$ cat config.mk
export PLATFORM = sky130hd
export DESIGN_NAME = seq_alu
export DESIGN_NICKNAME = d
export VERILOG_FILES = /design/src/rtl/seq_alu.sv
export SDC_FILE = /design/constraint.sdc
export NUM_CORES = 1
export LEC_CHECK = 0
export BUFFER_PORTS_ARGS = -buffer_cell sky130_fd_sc_hd__buf_2
export CAP_MARGIN = 20
export CORE_ASPECT_RATIO = 0.7
export CORE_MARGIN = 8
export CORE_UTILIZATION = 50
export DETAILED_ROUTE_END_ITERATION = 10
export PLACE_DENSITY = 0.71
export SLEW_MARGIN = 5
export SYNTH_ARGS = -nofsm -noshare
export SYNTH_HDL_FRONTEND = slang
export SYNTH_SLANG_ARGS = --single-unit
$ cat constraint.sdc
create_clock -name clk -period 5.9 [get_ports clk]
set_input_delay 1.18 -clock clk [delete_from_list [all_inputs] [get_ports clk]]
set_output_delay 1.18 -clock clk [all_outputs]
set_load 0.02 [all_outputs]
$ cat src/rtl/seq_alu.sv
`default_nettype none
// ============================================================================
// Module   : seq_alu
// Brief    : Multi-cycle ALU sitting directly upstream of the accumulator.
//            Single-cycle ops (PASS_B/ADD/SUB/AND/OR) finish on the start
//            edge. MUL (shift-add) and DIV (restoring) iterate for N cycles.
//            done is a one-cycle strobe that loads the accumulator.
//            Optional macro SEQ_ALU_MOD_EN enables op 111 = MOD (remainder);
//            without it op 111 is illegal and yields 0 in one cycle.
// Revision : 1.0 - initial release
// ============================================================================
module seq_alu #(
    parameter int N = 16
) (
    input  logic         clk,
    input  logic         rst_n,
    input  logic         start,
    input  logic [2:0]   op,
    input  logic [N-1:0] a,
    input  logic [N-1:0] b,
    output logic         busy,
    output logic         done,
    output logic [N-1:0] alu_out,
    output logic         z,
    output logic         dz
);

    localparam int         c_cw      = $clog2(N);

    localparam logic [2:0] c_op_pass = 3'b000;
    localparam logic [2:0] c_op_add  = 3'b001;
    localparam logic [2:0] c_op_sub  = 3'b010;
    localparam logic [2:0] c_op_and  = 3'b011;
    localparam logic [2:0] c_op_or   = 3'b100;
    localparam logic [2:0] c_op_mul  = 3'b101;
    localparam logic [2:0] c_op_div  = 3'b110;
    localparam logic [2:0] c_op_mod  = 3'b111;

    localparam logic [1:0] c_st_idle = 2'd0;
    localparam logic [1:0] c_st_mul  = 2'd1;
    localparam logic [1:0] c_st_div  = 2'd2;

    logic [1:0]      r_state;
    logic [1:0]      w_state_next;
    logic [c_cw-1:0] r_count;
    // MUL: r_opa = shifting multiplicand, r_opb = shifting multiplier,
    //      r_acc = partial product.
    // DIV: r_opa = divisor, r_opb = dividend shifting into quotient,
    //      r_acc = partial remainder.
    logic [N-1:0]    r_opa;
    logic [N-1:0]    r_opb;
    logic [N-1:0]    r_acc;
    logic            r_done;
    logic [N-1:0]    r_alu_out;
    logic            r_z;
    logic            r_dz;

    logic            w_b_zero;
    logic            w_divlike;
    logic            w_go_mul;
    logic            w_go_div;
    logic            w_last;
    logic [N-1:0]    w_single_res;
    logic            w_single_dz;
    logic [N-1:0]    w_mul_acc;
    logic [N:0]      w_div_shift;
    logic [N:0]      w_div_diff;
    logic            w_div_ok;
    logic [N-1:0]    w_rem_next;
    logic [N-1:0]    w_quo_next;
    logic [N-1:0]    w_div_fin;

`ifdef SEQ_ALU_MOD_EN
    logic            r_is_mod;
    assign w_divlike = (op == c_op_div) || (op == c_op_mod);
    assign w_div_fin = r_is_mod ? w_rem_next : w_quo_next;
`else
    assign w_divlike = (op == c_op_div);
    assign w_div_fin = w_quo_next;
`endif

    assign w_b_zero = (b == '0);
    assign w_go_mul = start && (op == c_op_mul);
    assign w_go_div = start && w_divlike && !w_b_zero;
    assign w_last   = (r_count == '0);

    // One shift-add step: add the multiplicand when the multiplier LSB is set
    assign w_mul_acc   = r_acc + (r_opb[0] ? r_opa : '0);

    // One restoring-division step: shift in the next dividend bit, trial subtract
    assign w_div_shift = {r_acc, r_opb[N-1]};
    assign w_div_diff  = w_div_shift - {1'b0, r_opa};
    assign w_div_ok    = ~w_div_diff[N];
    assign w_rem_next  = w_div_ok ? w_div_diff[N-1:0] : w_div_shift[N-1:0];
    assign w_quo_next  = {r_opb[N-2:0], w_div_ok};

    // Single-cycle result; DIV/MOD only land here when b is zero
    always_comb begin
        w_single_res = '0;
        w_single_dz  = 1'b0;
        case (op)
            c_op_pass: w_single_res = b;
            c_op_add:  w_single_res = a + b;
            c_op_sub:  w_single_res = a - b;
            c_op_and:  w_single_res = a & b;
            c_op_or:   w_single_res = a | b;
            c_op_div: begin
                w_single_res = '1;
                w_single_dz  = 1'b1;
            end
`ifdef SEQ_ALU_MOD_EN
            c_op_mod: begin
                w_single_res = a;
                w_single_dz  = 1'b1;
            end
`endif
            default:   w_single_res = '0;
        endcase
    end

    // State register
    always_ff @(posedge clk or negedge rst_n) begin
        if (!rst_n) begin
            r_state <= c_st_idle;
        end else begin
            r_state <= w_state_next;
        end
    end

    // Next-state logic: multi-cycle ops return to IDLE on their last iteration
    always_comb begin
        w_state_next = r_state;
        case (r_state)
            c_st_idle: begin
                if (w_go_mul) begin
                    w_state_next = c_st_mul;
                end else if (w_go_div) begin
                    w_state_next = c_st_div;
                end
            end
            c_st_mul: if (w_last) w_state_next = c_st_idle;
            c_st_div: if (w_last) w_state_next = c_st_idle;
            default:  w_state_next = c_st_idle;
        endcase
    end

    // Datapath: operand capture, iteration and registered result/flags
    always_ff @(posedge clk or negedge rst_n) begin
        if (!rst_n) begin
            r_count   <= '0;
            r_opa     <= '0;
            r_opb     <= '0;
            r_acc     <= '0;
            r_done    <= 1'b0;
            r_alu_out <= '0;
            r_z       <= 1'b0;
            r_dz      <= 1'b0;
`ifdef SEQ_ALU_MOD_EN
            r_is_mod  <= 1'b0;
`endif
        end else begin
            r_done <= 1'b0;
            case (r_state)
                c_st_idle: begin
                    if (w_go_mul || w_go_div) begin
                        r_opa   <= w_go_mul ? a : b;
                        r_opb   <= w_go_mul ? b : a;
                        r_acc   <= '0;
                        r_count <= c_cw'(N - 1);
`ifdef SEQ_ALU_MOD_EN
                        r_is_mod <= (op == c_op_mod);
`endif
                    end else if (start) begin
                        r_alu_out <= w_single_res;
                        r_z       <= (w_single_res == '0);
                        r_dz      <= w_single_dz;
                        r_done    <= 1'b1;
                    end
                end
                c_st_mul: begin
                    r_acc <= w_mul_acc;
                    r_opa <= r_opa << 1;
                    r_opb <= r_opb >> 1;
                    if (w_last) begin
                        r_alu_out <= w_mul_acc;
                        r_z       <= (w_mul_acc == '0);
                        r_dz      <= 1'b0;
                        r_done    <= 1'b1;
                    end else begin
                        r_count <= r_count - 1'b1;
                    end
                end
                c_st_div: begin
                    r_acc <= w_rem_next;
                    r_opb <= w_quo_next;
                    if (w_last) begin
                        r_alu_out <= w_div_fin;
                        r_z       <= (w_div_fin == '0);
                        r_dz      <= 1'b0;
                        r_done    <= 1'b1;
                    end else begin
                        r_count <= r_count - 1'b1;
                    end
                end
                default: ;
            endcase
        end
    end

    assign busy    = (r_state != c_st_idle);
    assign done    = r_done;
    assign alu_out = r_alu_out;
    assign z       = r_z;
    assign dz      = r_dz;

endmodule
`default_nettype wire

==> reports/qor_table.md, run 1 <==
| Stage | Quantity | Reported |
| --- | --- | --- |
| logic synthesis | Yosys cell types | 80 |
| timing | Max Clk Rate | 0.205 GHz |
| pwr | Portion of total power attributed to the clock network | 0.165 |
| flow run | Total of max-cap violations | 0 |
| logic synthesis | Library cell with the highest instance count after synthesis | sky130_fd_sc_hd__o21ai_0 |
| global route | Vias in the first global route | 7279 |
| drt | Final ANT Viol Nets | 0 |
| cts | Number of buffers on the longest clock path | 2 |
| drt | Via-to-Cell Ratio | 6.48 |
| critical path | Crit Path Max Fanout | 26 |
| die | Effective utilization at floorplan | 0.507 |
| critical path | Critical path origin | op[1] |
| global route | Total routing usage reported by global routing | 0.242 |
| critical path | Arr. time, crit path | 5.15 ns |
| drt | Total number of vias | 7997 |
| place | HPWL Detailed | 18500 µm |
| die | DIE AREA | 0.0199 mm² |
| pwr | Worst voltage drop across the vdd grid | 0.272 mV |
| logic synthesis | Mean cell area of the mapped netlist | 7.71 µm² |
| final layout | Fraction of layout cells with a size suffix above 1 | 0.126 |
| timing | Final-report max-slew violation count | 0 |
| critical path | Worst Reg2Reg Path Length in Cells | 12 |
| logic synthesis | Cell type contributing the most total cell area after synthesis | sky130_fd_sc_hd__dfrtp_1 |
| pwr | Power Internal | 1740 µW |
| final layout | Area Growth Syn to Fin | 9.16% |
| pwr | Fraction of power consumed by combinational cells | 0.571 |
| timing | Post-route clock period utilization | 0.827 |
| cts | TritonCTS clock tree | built |
| place | Count of buffers from port buffering | 57 |
| critical path | Origin of the critical flop-to-flop path | r_opb[0] |
| logic synthesis | Async set-reset flop share out of synthesis | 1.00 |
| critical path | Data required time at the worst endpoint | 6.17 ns |
| drt | 1st-pass router iterations | 6 |
| logic synthesis | Yosys warning total | 0 |
| logic synthesis | Register area share after synthesis | 0.235 |
| pwr | Net switching component of the power | 1690 µW |
| drt | Average wire per standard cell | 19.8 µm |
| die | Die X-Extent | 165 µm |
| logic synthesis | Post-synth top cells | sky130_fd_sc_hd__o21ai_0 (112), sky130_fd_sc_hd__nand2_1 (107), sky130_fd_sc_hd__dfrtp_1 (73), sky130_fd_sc_hd__a21oi_1 (69), sky130_fd_sc_hd__nor2_1 (66) |
| cts | Cells resized by post-CTS repair | 0 |
| timing | Least-Margin Pin Slew | 0.938 ns |
| timing | Count of endpoints failing setup in the final report | 0 |
| logic synthesis | Flops & latches, synth | 73 |
| die | Die height | 120 µm |
| timing | Minimum clock period after layout | 4.88 ns |
| critical path | Reg-to-reg slack, setup | 1.78 ns |
| critical path | Sort of element at the end of the critical path | flip-flop |
| logic synthesis | Area share of the largest cell type after synthesis | 0.235 |
| cts | Buffers inserted during post-CTS setup optimization | 0 |
| pwr | Sequential power share | 0.263 |
| cts | Clock net sink count | 73 |
| critical path | Crit path launch type | input port |
| cts | Source-to-sink clock delay at the later pin of the worst-skew pair | 0.34 ns |
| worst hold path | Hold-critical path depth | 2 |
| outcome | Run status | finished, final reports clean |
| cts | Clock transition at the registers of the reported paths | 0.07 ns |
| worst hold path | Worst Hold Class | flip-flop to flip-flop |
| cts | Depth of the CTS H-tree | 3 |
| cts | TritonCTS Buffers | 9 |
| pwr | Switching power as a share of total power | 0.492 |
| timing | Number of hold violations in the final report | 0 |
| logic synthesis | Number of synthesized flops with an enable pin | 0 |
| cts | Post-cts hold buffer count | 0 |
| die | Number of top-level pins | 58 |
| logic synthesis | Post-synthesis instance area | 0.00779 mm² |
| pwr | Total Power Consumption | 3430 µW |
| global route | Global-route wire length before repair | 39000 µm |
| timing | Worst slew slack as a fraction of its limit | 0.359 |
| final layout | Fillers | 1476 |
| logic synthesis | Top post-synthesis cells by area | sky130_fd_sc_hd__dfrtp_1 (23%), sky130_fd_sc_hd__ha_1 (8.7%), sky130_fd_sc_hd__o21ai_0 (7.2%) |
| drt | Total wirelength of the detailed-routed design | 24400 µm |
| die | Area of the core | 0.0154 mm² |
| logic synthesis | Leading register cell type out of synthesis | sky130_fd_sc_hd__dfrtp_1 |
| timing | Final-layout setup total negative slack | 0 ns |
| logic synthesis | Syn nets | 1105 |
| timing | Skew final | 0.00948 ns |
| critical path | Critical path type | input port to flip-flop |
| logic synthesis | Gate count of the mapped netlist | 1010 |
| place | GPL Wtd Cong | 1.05 |
| cts | Clock tree root buffer cell | sky130_fd_sc_hd__clkbuf_16 |
| final layout | Nets@finish | 1124 |
| timing | Post-layout worst setup margin | 1.02 ns |
| critical path | R2R Path End | z |
| pwr | P per Cell Area | 403 mW/mm² |
| drt | Iteration-0 DRC count of the detailed router | 941 |
| place | Setup slack after placement | 0.815 ns |
| timing | RSZ-0062 raised after global routing | false |
| drt | Remaining DRCs | 0 |
| die | Core Rows | 38 |
| global route | Maximum number of pins on one net before global-route repair | 74 |
| global route | Grt total ovfl | 0 |
| worst hold path | Destination of the worst hold path | alu_out[8] |
| global route | Initial antenna violation count | 1 |
| pwr | Leakage power of the design | 0.00377 µW |
| worst hold path | Launch point of the worst hold path | alu_out[8] |
## cells by family after synthesis
kind of cell | after synthesis | share of synthesized area
AO/OA/AOI/OAI | 361 | 0.301
AND/OR/NAND/NOR | 323 | 0.205
buffers and inverters | 109 | 0.0570
flip-flops | 73 | 0.235
adder cells (fa/ha/maj) | 57 | 0.0945
multiplexers | 45 | 0.0602
XOR/XNOR | 42 | 0.0472
## worst max-delay path: stages
cell and delay (ns):
sky130_fd_sc_hd__buf_2 0.39, sky130_fd_sc_hd__nand3_1 0.41, sky130_fd_sc_hd__nand2_1 0.16, sky130_fd_sc_hd__o21ai_0 0.16
sky130_fd_sc_hd__fa_1 0.47, sky130_fd_sc_hd__nand2b_1 0.18, sky130_fd_sc_hd__a21o_1 0.23, sky130_fd_sc_hd__a2111oi_0 0.76
sky130_fd_sc_hd__nor2_1 0.17, sky130_fd_sc_hd__xnor2_1 0.17, sky130_fd_sc_hd__a221oi_1 0.32, sky130_fd_sc_hd__nand4_1 0.13
sky130_fd_sc_hd__o31a_1 0.30, sky130_fd_sc_hd__o21ai_2 0.11
## cell usage in the layout, fill, tap and decap left out, drive strengths merged, types with 10 or more instances in the layout
master  Yosys  final
dfrtp      73     73
nand2     107    107
ha         54     54
a31oi      16     16
xor2       11     11
o31ai      13     13
inv        45     45
o22ai      10     10
xnor2      31     31
o21ai     119    119
and2       22     22
nand3      24     24
a22oi      18     18
a21o       13     13
nor4       10     10
a221o      12     12
nor3       23     23
mux2i      30     30
a211oi     14     14
or3        15     15
mux2       15     15
o21a       10     10
nor2       66     66
a21oi      70     70
buf        20     71
## stage by stage
stage	cells	util	area [µm²]	hold slack, ns
6_report	1235	0.554	8500	0.478
5_1_grt	1234	0.553	8500	0.506
4_1_cts	1232	0.551	8460	0.481
3_5_place_dp	1216	0.531	8160	0.464
3_3_place_gp	1216	0.531	8160	0.460
2_1_floorplan	1010	-	7790	0.450
## per-layer routing
layer	part of all wire	up-vias	global-route usage	wire length (µm)
met4	0.010	0	0.0404	248
met1	0.49	3746	0.376	12000
li1	-	3794	-	-
met5	0	-	0	0
met2	0.40	417	0.330	9740
met3	0.099	40	0.0608	2420
## sequential cells by signal (all words and copies together) (netlist names)
register and cells:
alu_out 16, r_acc 16, r_opa 16, r_opb 16, r_count 4, r_state 2, done 1, dz 1
z 1
## power by group through the flow
stage | clock network (µW) | logic (µW) | registers [µW]
final | 566 | 1960 | 902
after detailed placement | 0 | 1890 | 904
after global routing | 591 | 2180 | 925
after floorplan | 0 | 1390 | 889
after CTS | 571 | 1910 | 895
after global placement | 0 | 1860 | 900
## how the worst max path moves through the flow
stage          to  slack, ns
2_1_floorplan   z       1.49
3_3_place_gp    z       1.01
3_5_place_dp    z       0.82
4_1_cts         z       1.15
5_1_grt         z       0.84
6_report        z       1.02
## final cells by class
type	count	area [µm²]	area share
multi-input cells	828	5530	0.651
flip-flops and latches	73	1830	0.215
repair buffers	71	420	0.0494
well taps	200	250	0.0294
clock buffers	9	225	0.0265
inverters	46	173	0.0203
clock inverters	7	71.3	0.00839
diodes	1	2.50	0.000294
Note: power is estimated with default switching activity, not from simulation.
==> run 2, diff against run 1 <==
==> constraint.sdc (replaced) <==
create_clock -name clk -period 5.1 [get_ports clk]
set_input_delay 1.02 -clock clk [delete_from_list [all_inputs] [get_ports clk]]
set_output_delay 1.02 -clock clk [all_outputs]
set_load 0.02 [all_outputs]
==> run 2 against run 1 <==
Net effect:
- clock-buffer cell count up 2
- via count down 1.2%
- wire length down 1.8%
- design area unchanged
- non-clock buffer count up 4
- critical path type unchanged
- largest power group unchanged
==> reports/qor_table.md, run 2 (synthesis results as in run 1) <==
| Stage | Quantity | Reported |
| --- | --- | --- |
| global route | Routing usage on met2 | 0.318 |
| global route | Met1 Usage GRT | 0.368 |
| drt | Average wire per standard cell | 19.4 µm |
| pwr | Worst voltage drop across the vdd grid | 0.245 mV |
| drt | Total number of vias | 7901 |
| critical path | Delay of the slowest cell on the worst path | 0.56 ns |
| cts | Clock transition at the registers of the reported paths | 0.06 ns |
| critical path | Data required time at the worst endpoint | 5.32 ns |
| worst hold path | Worst Hold Class | flip-flop to flip-flop |
| cts | Clock tree root buffer cell | sky130_fd_sc_hd__clkbuf_16 |
| final layout | Commonest non-fill, non-tap cell in the layout | sky130_fd_sc_hd__o21ai_0 |
| drt | Final ANT Viol Nets | 0 |
| cts | Post-cts hold buffer count | 0 |
| critical path | Family with the most delay on the worst path | simple AND/OR/NAND/NOR gates |
| global route | Fraction of met3 tracks used by global routing | 0.0645 |
| global route | Global-route wire length before repair | 38000 µm |
| final layout | Nets@finish | 1128 |
| pwr | Total Power Consumption | 3910 µW |
| drt | Via-to-Cell Ratio | 6.38 |
| critical path | Critical path's slowest cell | sky130_fd_sc_hd__nor3b_1 |
| global route | Most Used Layer, Global Route | met1 |
| critical path | Arr. time, crit path | 4.64 ns |
| final layout | Design area | 0.00850 mm² |
| final layout | Highest-count cells in the layout ignoring fill and taps | sky130_fd_sc_hd__o21ai_0 (111), sky130_fd_sc_hd__nand2_1 (107), sky130_fd_sc_hd__dfrtp_1 (73), sky130_fd_sc_hd__a21oi_1 (69), sky130_fd_sc_hd__nor2_1 (66) |
| timing | RSZ-0062 raised after global routing | false |
| final layout | Sequential cell area in the final layout | 0.00183 mm² |
| die | Core Rows | 38 |
| cts | Cells resized by post-CTS repair | 0 |
| die | Effective utilization at floorplan | 0.507 |
| global route | Vias in the first global route | 7142 |
| timing | Worst slew slack as a fraction of its limit | 0.356 |
| timing | Final-layout setup total negative slack | 0 ns |
| cts | TritonCTS clock tree | built |
| critical path | Crit path launch type | input port |
| critical path | Cell Chain, Critical Path | buf_2 -> nand3_1 -> o21ai_0 -> inv_1 -> ha_1 -> nor2b_1 -> o2111a_1 -> nor3b_1 -> o311ai_0 -> o2111ai_1 -> or3b_2 -> o21ai_0 -> o31a_1 -> o21ai_2 |
| critical path | Most common cell on crit path | sky130_fd_sc_hd__o21ai_0 |
| critical path | Critical path type | input port to flip-flop |
| global route | Grt total ovfl | 0 |
| flow run | Total of max-cap violations | 0 |
| die | Die height | 120 µm |
| die | Die X-Extent | 165 µm |
| timing | Number of hold violations in the final report | 0 |
| die | DIE AREA | 0.0199 mm² |
| critical path | Worst path buffer plus inverter count | 2 |
| timing | Count of endpoints failing setup in the final report | 0 |
| cts | Depth of the CTS H-tree | 3 |
| place | HPWL Detailed | 18400 µm |
| final layout | Fraction of layout cells with a size suffix above 1 | 0.127 |
| final layout | Fillers | 1480 |
| global route | Initial antenna violation count | 3 |
| cts | Source-to-sink clock delay at the later pin of the worst-skew pair | 0.34 ns |
| timing | Post-layout worst setup margin | 0.674 ns |
| cts | Buffers inserted during post-CTS setup optimization | 0 |
| drt | 1st-pass router iterations | 5 |
| place | Count of buffers from port buffering | 57 |
| critical path | Sort of element at the end of the critical path | flip-flop |
| global route | Total routing usage reported by global routing | 0.238 |
| place | GPL Wtd Cong | 1.03 |
| timing | Final-report max-slew violation count | 0 |
| die | Number of top-level pins | 58 |
| cts | TritonCTS Buffers | 9 |
| critical path | Crit Path Max Fanout | 12 |
| drt | Remaining DRCs | 0 |
| timing | Least-Margin Pin Slew | 0.967 ns |
| final layout | Antenna cell count | 0 |
| global route | Maximum number of pins on one net before global-route repair | 74 |
| timing | Max Clk Rate | 0.226 GHz |
| final layout | Area Growth Syn to Fin | 9.16% |
| pwr | P per Cell Area | 460 mW/mm² |
| cts | Number of buffers on the longest clock path | 2 |
| place | Setup slack after placement | 0.445 ns |
| drt | Total wirelength of the detailed-routed design | 24000 µm |
| timing | Minimum clock period after layout | 4.43 ns |
| timing | Skew final | 0.00619 ns |
| final layout | Fraction of the core area covered by cells at the end of the flow | 0.554 |
| outcome | Run status | finished, final reports clean |
| pwr | Leakage power of the design | 0.00378 µW |
| cts | Clock net sink count | 73 |
| die | Area of the core | 0.0154 mm² |
| drt | Iteration-0 DRC count of the detailed router | 816 |
| place | Standard cell area after detailed placement | 0.00820 mm² |
| final layout | Area of the multi-input gates | 0.00553 mm² |
| timing | Post-route clock period utilization | 0.868 |
-- run 2: worst register-to-register path: stages (launching register included) --
cell	delay (ns)
sky130_fd_sc_hd__dfrtp_1	0.61
sky130_fd_sc_hd__and2_1	0.26
sky130_fd_sc_hd__ha_1	0.22
sky130_fd_sc_hd__fa_1	0.44
sky130_fd_sc_hd__a211oi_1	0.49
sky130_fd_sc_hd__or3b_2	0.22
sky130_fd_sc_hd__nand3_1	0.14
sky130_fd_sc_hd__nor4_1	0.47
sky130_fd_sc_hd__o2111ai_1	0.23
sky130_fd_sc_hd__a2111oi_0	0.56
sky130_fd_sc_hd__a41oi_1	0.21
sky130_fd_sc_hd__o31a_1	0.15
sky130_fd_sc_hd__o21ai_2	0.10
-- run 2: metal layers --
layer | vias to the layer above | routed length (µm) | part of all wire
li1 | 3803 | - | -
met1 | 3741 | 11800 | 0.49
met2 | 323 | 9360 | 0.39
met3 | 32 | 2580 | 0.11
met4 | 2 | 264 | 0.011
met5 | - | 13 | 0.00054
-- run 2: worst paths after layout --
path	from	depth (start not counted)	slack (ns)	end
max	op[1]	14	0.67	z
min	alu_out[9]	2	0.48	alu_out[9]
max reg2reg	r_opb[0]	12	0.92	z
min reg2reg	alu_out[9]	2	0.48	alu_out[9]
max in group asynchronous	rst_n	1	3.64	r_opa[2]
min in group asynchronous	rst_n	1	0.83	r_acc[15]
-- run 2: power by group --
part / total, µW / internal (µW) / switching [µW] / leakage, µW
clock: 629 / 378 / 251 / 0.000139
combinational: 2240 / 834 / 1400 / 0.00271
sequential: 1040 / 799 / 246 / 0.000922
-- run 2: area by class of cell --
cell class / count / share of cell area
clock buffer: 11 / 0.0274
clock inverter: 5 / 0.00662
inverter: 46 / 0.0203
multi-input combinational: 828 / 0.651
timing repair buffer: 75 / 0.0506
tap: 200 / 0.0294
sequential: 73 / 0.215
-- run 2: per-stage QoR --
step,cells,hold slack (ns)
finish,1238,0.478
global route,1238,0.506
CTS,1237,0.483
detailed placement,1221,0.469
global placement,1221,0.458
floorplan,1010,0.450
==> run 3, diff against run 2 <==
--- a/config.mk
+++ b/config.mk
@@ -7,11 +7,13 @@
 export LEC_CHECK = 0
 export BUFFER_PORTS_ARGS = -buffer_cell sky130_fd_sc_hd__buf_2
 export CAP_MARGIN = 20
+export CELL_PAD_IN_SITES_DETAIL_PLACEMENT = 2
+export CELL_PAD_IN_SITES_GLOBAL_PLACEMENT = 2
 export CORE_ASPECT_RATIO = 0.7
 export CORE_MARGIN = 8
-export CORE_UTILIZATION = 50
+export CORE_UTILIZATION = 37
 export DETAILED_ROUTE_END_ITERATION = 10
-export PLACE_DENSITY = 0.71
+export PLACE_DENSITY = 0.85
 export SLEW_MARGIN = 5
 export SYNTH_ARGS = -nofsm -noshare
 export SYNTH_HDL_FRONTEND = slang
==> run 3 against run 2 <==
Net effect:
- sequential share of layout area fell by 0.32 points
- clock skew up 0.0090 ns
- clock power rose by 4.6%
- flip-flop and latch count stayed put
- critical path depth shrank 2
- clock-buffer cell count down 1
- design area grew 1.5%
- non-clock buffer count up 3
- largest power group unchanged
- highest routed layer unchanged
==> reports/qor_table.md, run 3 (synthesis results as in run 1) <==
| Stage | Quantity | Reported |
| --- | --- | --- |
| timing | Least-Margin Pin Slew | 1.06 ns |
| timing | Worst hold-check slack | 0.490 ns |
| pwr | Leakage power of the design | 0.00379 µW |
| critical path | Critical path's slowest cell | sky130_fd_sc_hd__dfrtp_1 |
| final layout | Sequential cell area in the final layout | 0.00183 mm² |
| place | Count of buffers from port buffering | 57 |
| critical path | Delay of the slowest cell on the worst path | 0.67 ns |
| final layout | Commonest non-fill, non-tap cell in the layout | sky130_fd_sc_hd__o21ai_0 |
| critical path | Arr. time, crit path | 4.86 ns |
| pwr | Power Internal | 2020 µW |
| global route | Vias in the first global route | 8972 |
| cts | Cells resized by post-CTS repair | 0 |
| timing | Max Clk Rate | 0.218 GHz |
| timing | Final-layout setup total negative slack | 0 ns |
| timing | Post-route clock period utilization | 0.897 |
| pwr | Switching power as a share of total power | 0.507 |
| timing | Count of endpoints failing setup in the final report | 0 |
| die | Number of top-level pins | 58 |
| die | Effective utilization at floorplan | 0.376 |
| final layout | Area Growth Syn to Fin | 10.8% |
| pwr | Total Power Consumption | 4090 µW |
| critical path | Crit Path Max Fanout | 19 |
| final layout | Fraction of the core area covered by cells at the end of the flow | 0.417 |
| timing | Number of hold violations in the final report | 0 |
| drt | Final ANT Viol Nets | 0 |
| global route | Global-route wire length before repair | 50700 µm |
| place | GPL Wtd Cong | 0.901 |
| pwr | Fraction of power consumed by combinational cells | 0.581 |
| cts | Post-cts hold buffer count | 0 |
| drt | 1st-pass router iterations | 5 |
| global route | Grt total ovfl | 0 |
| timing | Final-report max-slew violation count | 0 |
| outcome | Run status | finished, final reports clean |
| cts | TritonCTS Buffers | 9 |
| drt | Met3 WL post-DR | 1850 µm |
| cts | Depth of the CTS H-tree | 3 |
| die | Area of the core | 0.0207 mm² |
| die | Die height | 137 µm |
| flow run | Total of max-cap violations | 0 |
| final layout | Highest-count cells in the layout ignoring fill and taps | sky130_fd_sc_hd__o21ai_0 (111), sky130_fd_sc_hd__nand2_1 (107), sky130_fd_sc_hd__dfrtp_1 (73), sky130_fd_sc_hd__a21oi_1 (69), sky130_fd_sc_hd__nor2_1 (66) |
| worst hold path | Worst Hold Class | flip-flop to flip-flop |
| drt | Iteration-0 DRC count of the detailed router | 583 |
| pwr | Worst voltage drop across the vdd grid | 0.267 mV |
| cts | Clock tree root buffer cell | sky130_fd_sc_hd__clkbuf_16 |
| critical path | Sort of element at the end of the critical path | flip-flop |
| cts | TritonCTS clock tree | built |
| die | Die X-Extent | 189 µm |
| critical path | Worst path buffer plus inverter count | 0 |
| critical path | Crit path launch type | flip-flop |
| die | Core Rows | 44 |
| global route | Maximum number of pins on one net before global-route repair | 61 |
| timing | Minimum clock period after layout | 4.58 ns |
| place | HPWL Detailed | 24600 µm |
| final layout | Fraction of layout cells with a size suffix above 1 | 0.129 |
| timing | Worst slew slack as a fraction of its limit | 0.295 |
| drt | Average wire per standard cell | 24.1 µm |
| global route | Total routing usage reported by global routing | 0.244 |
| drt | WL met2 | 13900 µm |
| timing | Skew final | 0.0152 ns |
| cts | Clock net sink count | 73 |
| critical path | Cell Chain, Critical Path | and2_1 -> ha_1 -> fa_1 -> a211oi_1 -> or3b_2 -> nand3_1 -> nor4_1 -> o2111ai_1 -> a2111oi_0 -> a41oi_1 -> o31a_1 -> o21ai_2 |
| drt | Total wirelength of the detailed-routed design | 31700 µm |
| pwr | Sequential power share | 0.258 |
| cts | Number of buffers on the longest clock path | 2 |
| timing | RSZ-0062 raised after global routing | false |
| cts | Clock transition at the registers of the reported paths | 0.07 ns |
| final layout | Area of the multi-input gates | 0.00554 mm² |
| drt | Routed metal-1 wire length | 15300 µm |
| final layout | Antenna cell count | 0 |
| critical path | Critical path type | flip-flop to flip-flop |
| drt | Via-to-Cell Ratio | 6.34 |
| drt | Uppermost routed layer | met5 |
| die | DIE AREA | 0.0260 mm² |
| drt | Total number of vias | 8337 |
| final layout | Nets@finish | 1131 |
| final layout | Fillers | 2413 |
| critical path | Family with the most delay on the worst path | compound AO/OA/AOI/OAI gates |
| cts | Buffers inserted during post-CTS setup optimization | 0 |
| drt | Remaining DRCs | 0 |
| cts | Source-to-sink clock delay at the later pin of the worst-skew pair | 0.36 ns |
| critical path | Data required time at the worst endpoint | 5.39 ns |
| pwr | P per Cell Area | 474 mW/mm² |
| global route | Initial antenna violation count | 1 |
| pwr | Net switching component of the power | 2080 µW |
| pwr | Portion of total power attributed to the clock network | 0.161 |
[run 3: changes by cell type in the layout (fill, tap and decap cells not counted), sizes merged]
cell	delta
buf	+2
clkbuf	-1
clkinv	+1
clkinvlp	-1
dlymetal6s2s	+1
[run 3: worst min-delay path: stages, from the launching register on]
cell	delay (ns)
sky130_fd_sc_hd__dfrtp_1	0.34
sky130_fd_sc_hd__nand2_1	0.04
sky130_fd_sc_hd__o21ai_0	0.07
[run 3: final timing paths]
path                             start           to  slack [ns]  cells after the start
min reg2reg                alu_out[10]  alu_out[10]        0.49                      2
max in group asynchronous        rst_n    r_acc[15]        3.45                      2
min in group asynchronous        rst_n   r_count[2]        0.52                      1
max                           r_opb[0]            z        0.52                     12
max reg2reg                   r_opb[0]            z        0.52                     12
min                        alu_out[10]  alu_out[10]        0.49                      2
[run 3: through the flow]
stage | setup slack (ns) | area (µm²) | instances
floorplan | 0.853 | 7790 | 1010
global placement | 0.375 | 8310 | 1299
detailed placement | 0.282 | 8310 | 1299
CTS | 0.601 | 8590 | 1314
global route | 0.266 | 8630 | 1316
finish | 0.523 | 8630 | 1316
[run 3: cell type report]
class | instances | share of cell area
multi-input combinational | 828 | 0.642
clock inverter | 5 | 0.00667
inverter | 46 | 0.0200
timing repair buffer | 78 | 0.0531
tap | 276 | 0.0400
sequential | 73 | 0.212
clock buffer | 10 | 0.0265
[run 3: power groups by stage]
stage               combinational [µW]  clock, µW  sequential, µW
floorplan                         1610          0            1030
global placement                  2190          0            1040
detailed placement                2320          0            1050
CTS                               2350        665            1050
global route                      2630        690            1080
finish                            2380        658            1060
[run 3: layer usage]
metal | global-route usage | up-vias
met3 | 0.0511 | 60
met2 | 0.385 | 243
met5 | 0 | -
met4 | 0.0584 | 2
met1 | 0.337 | 4249
li1 | - | 3783
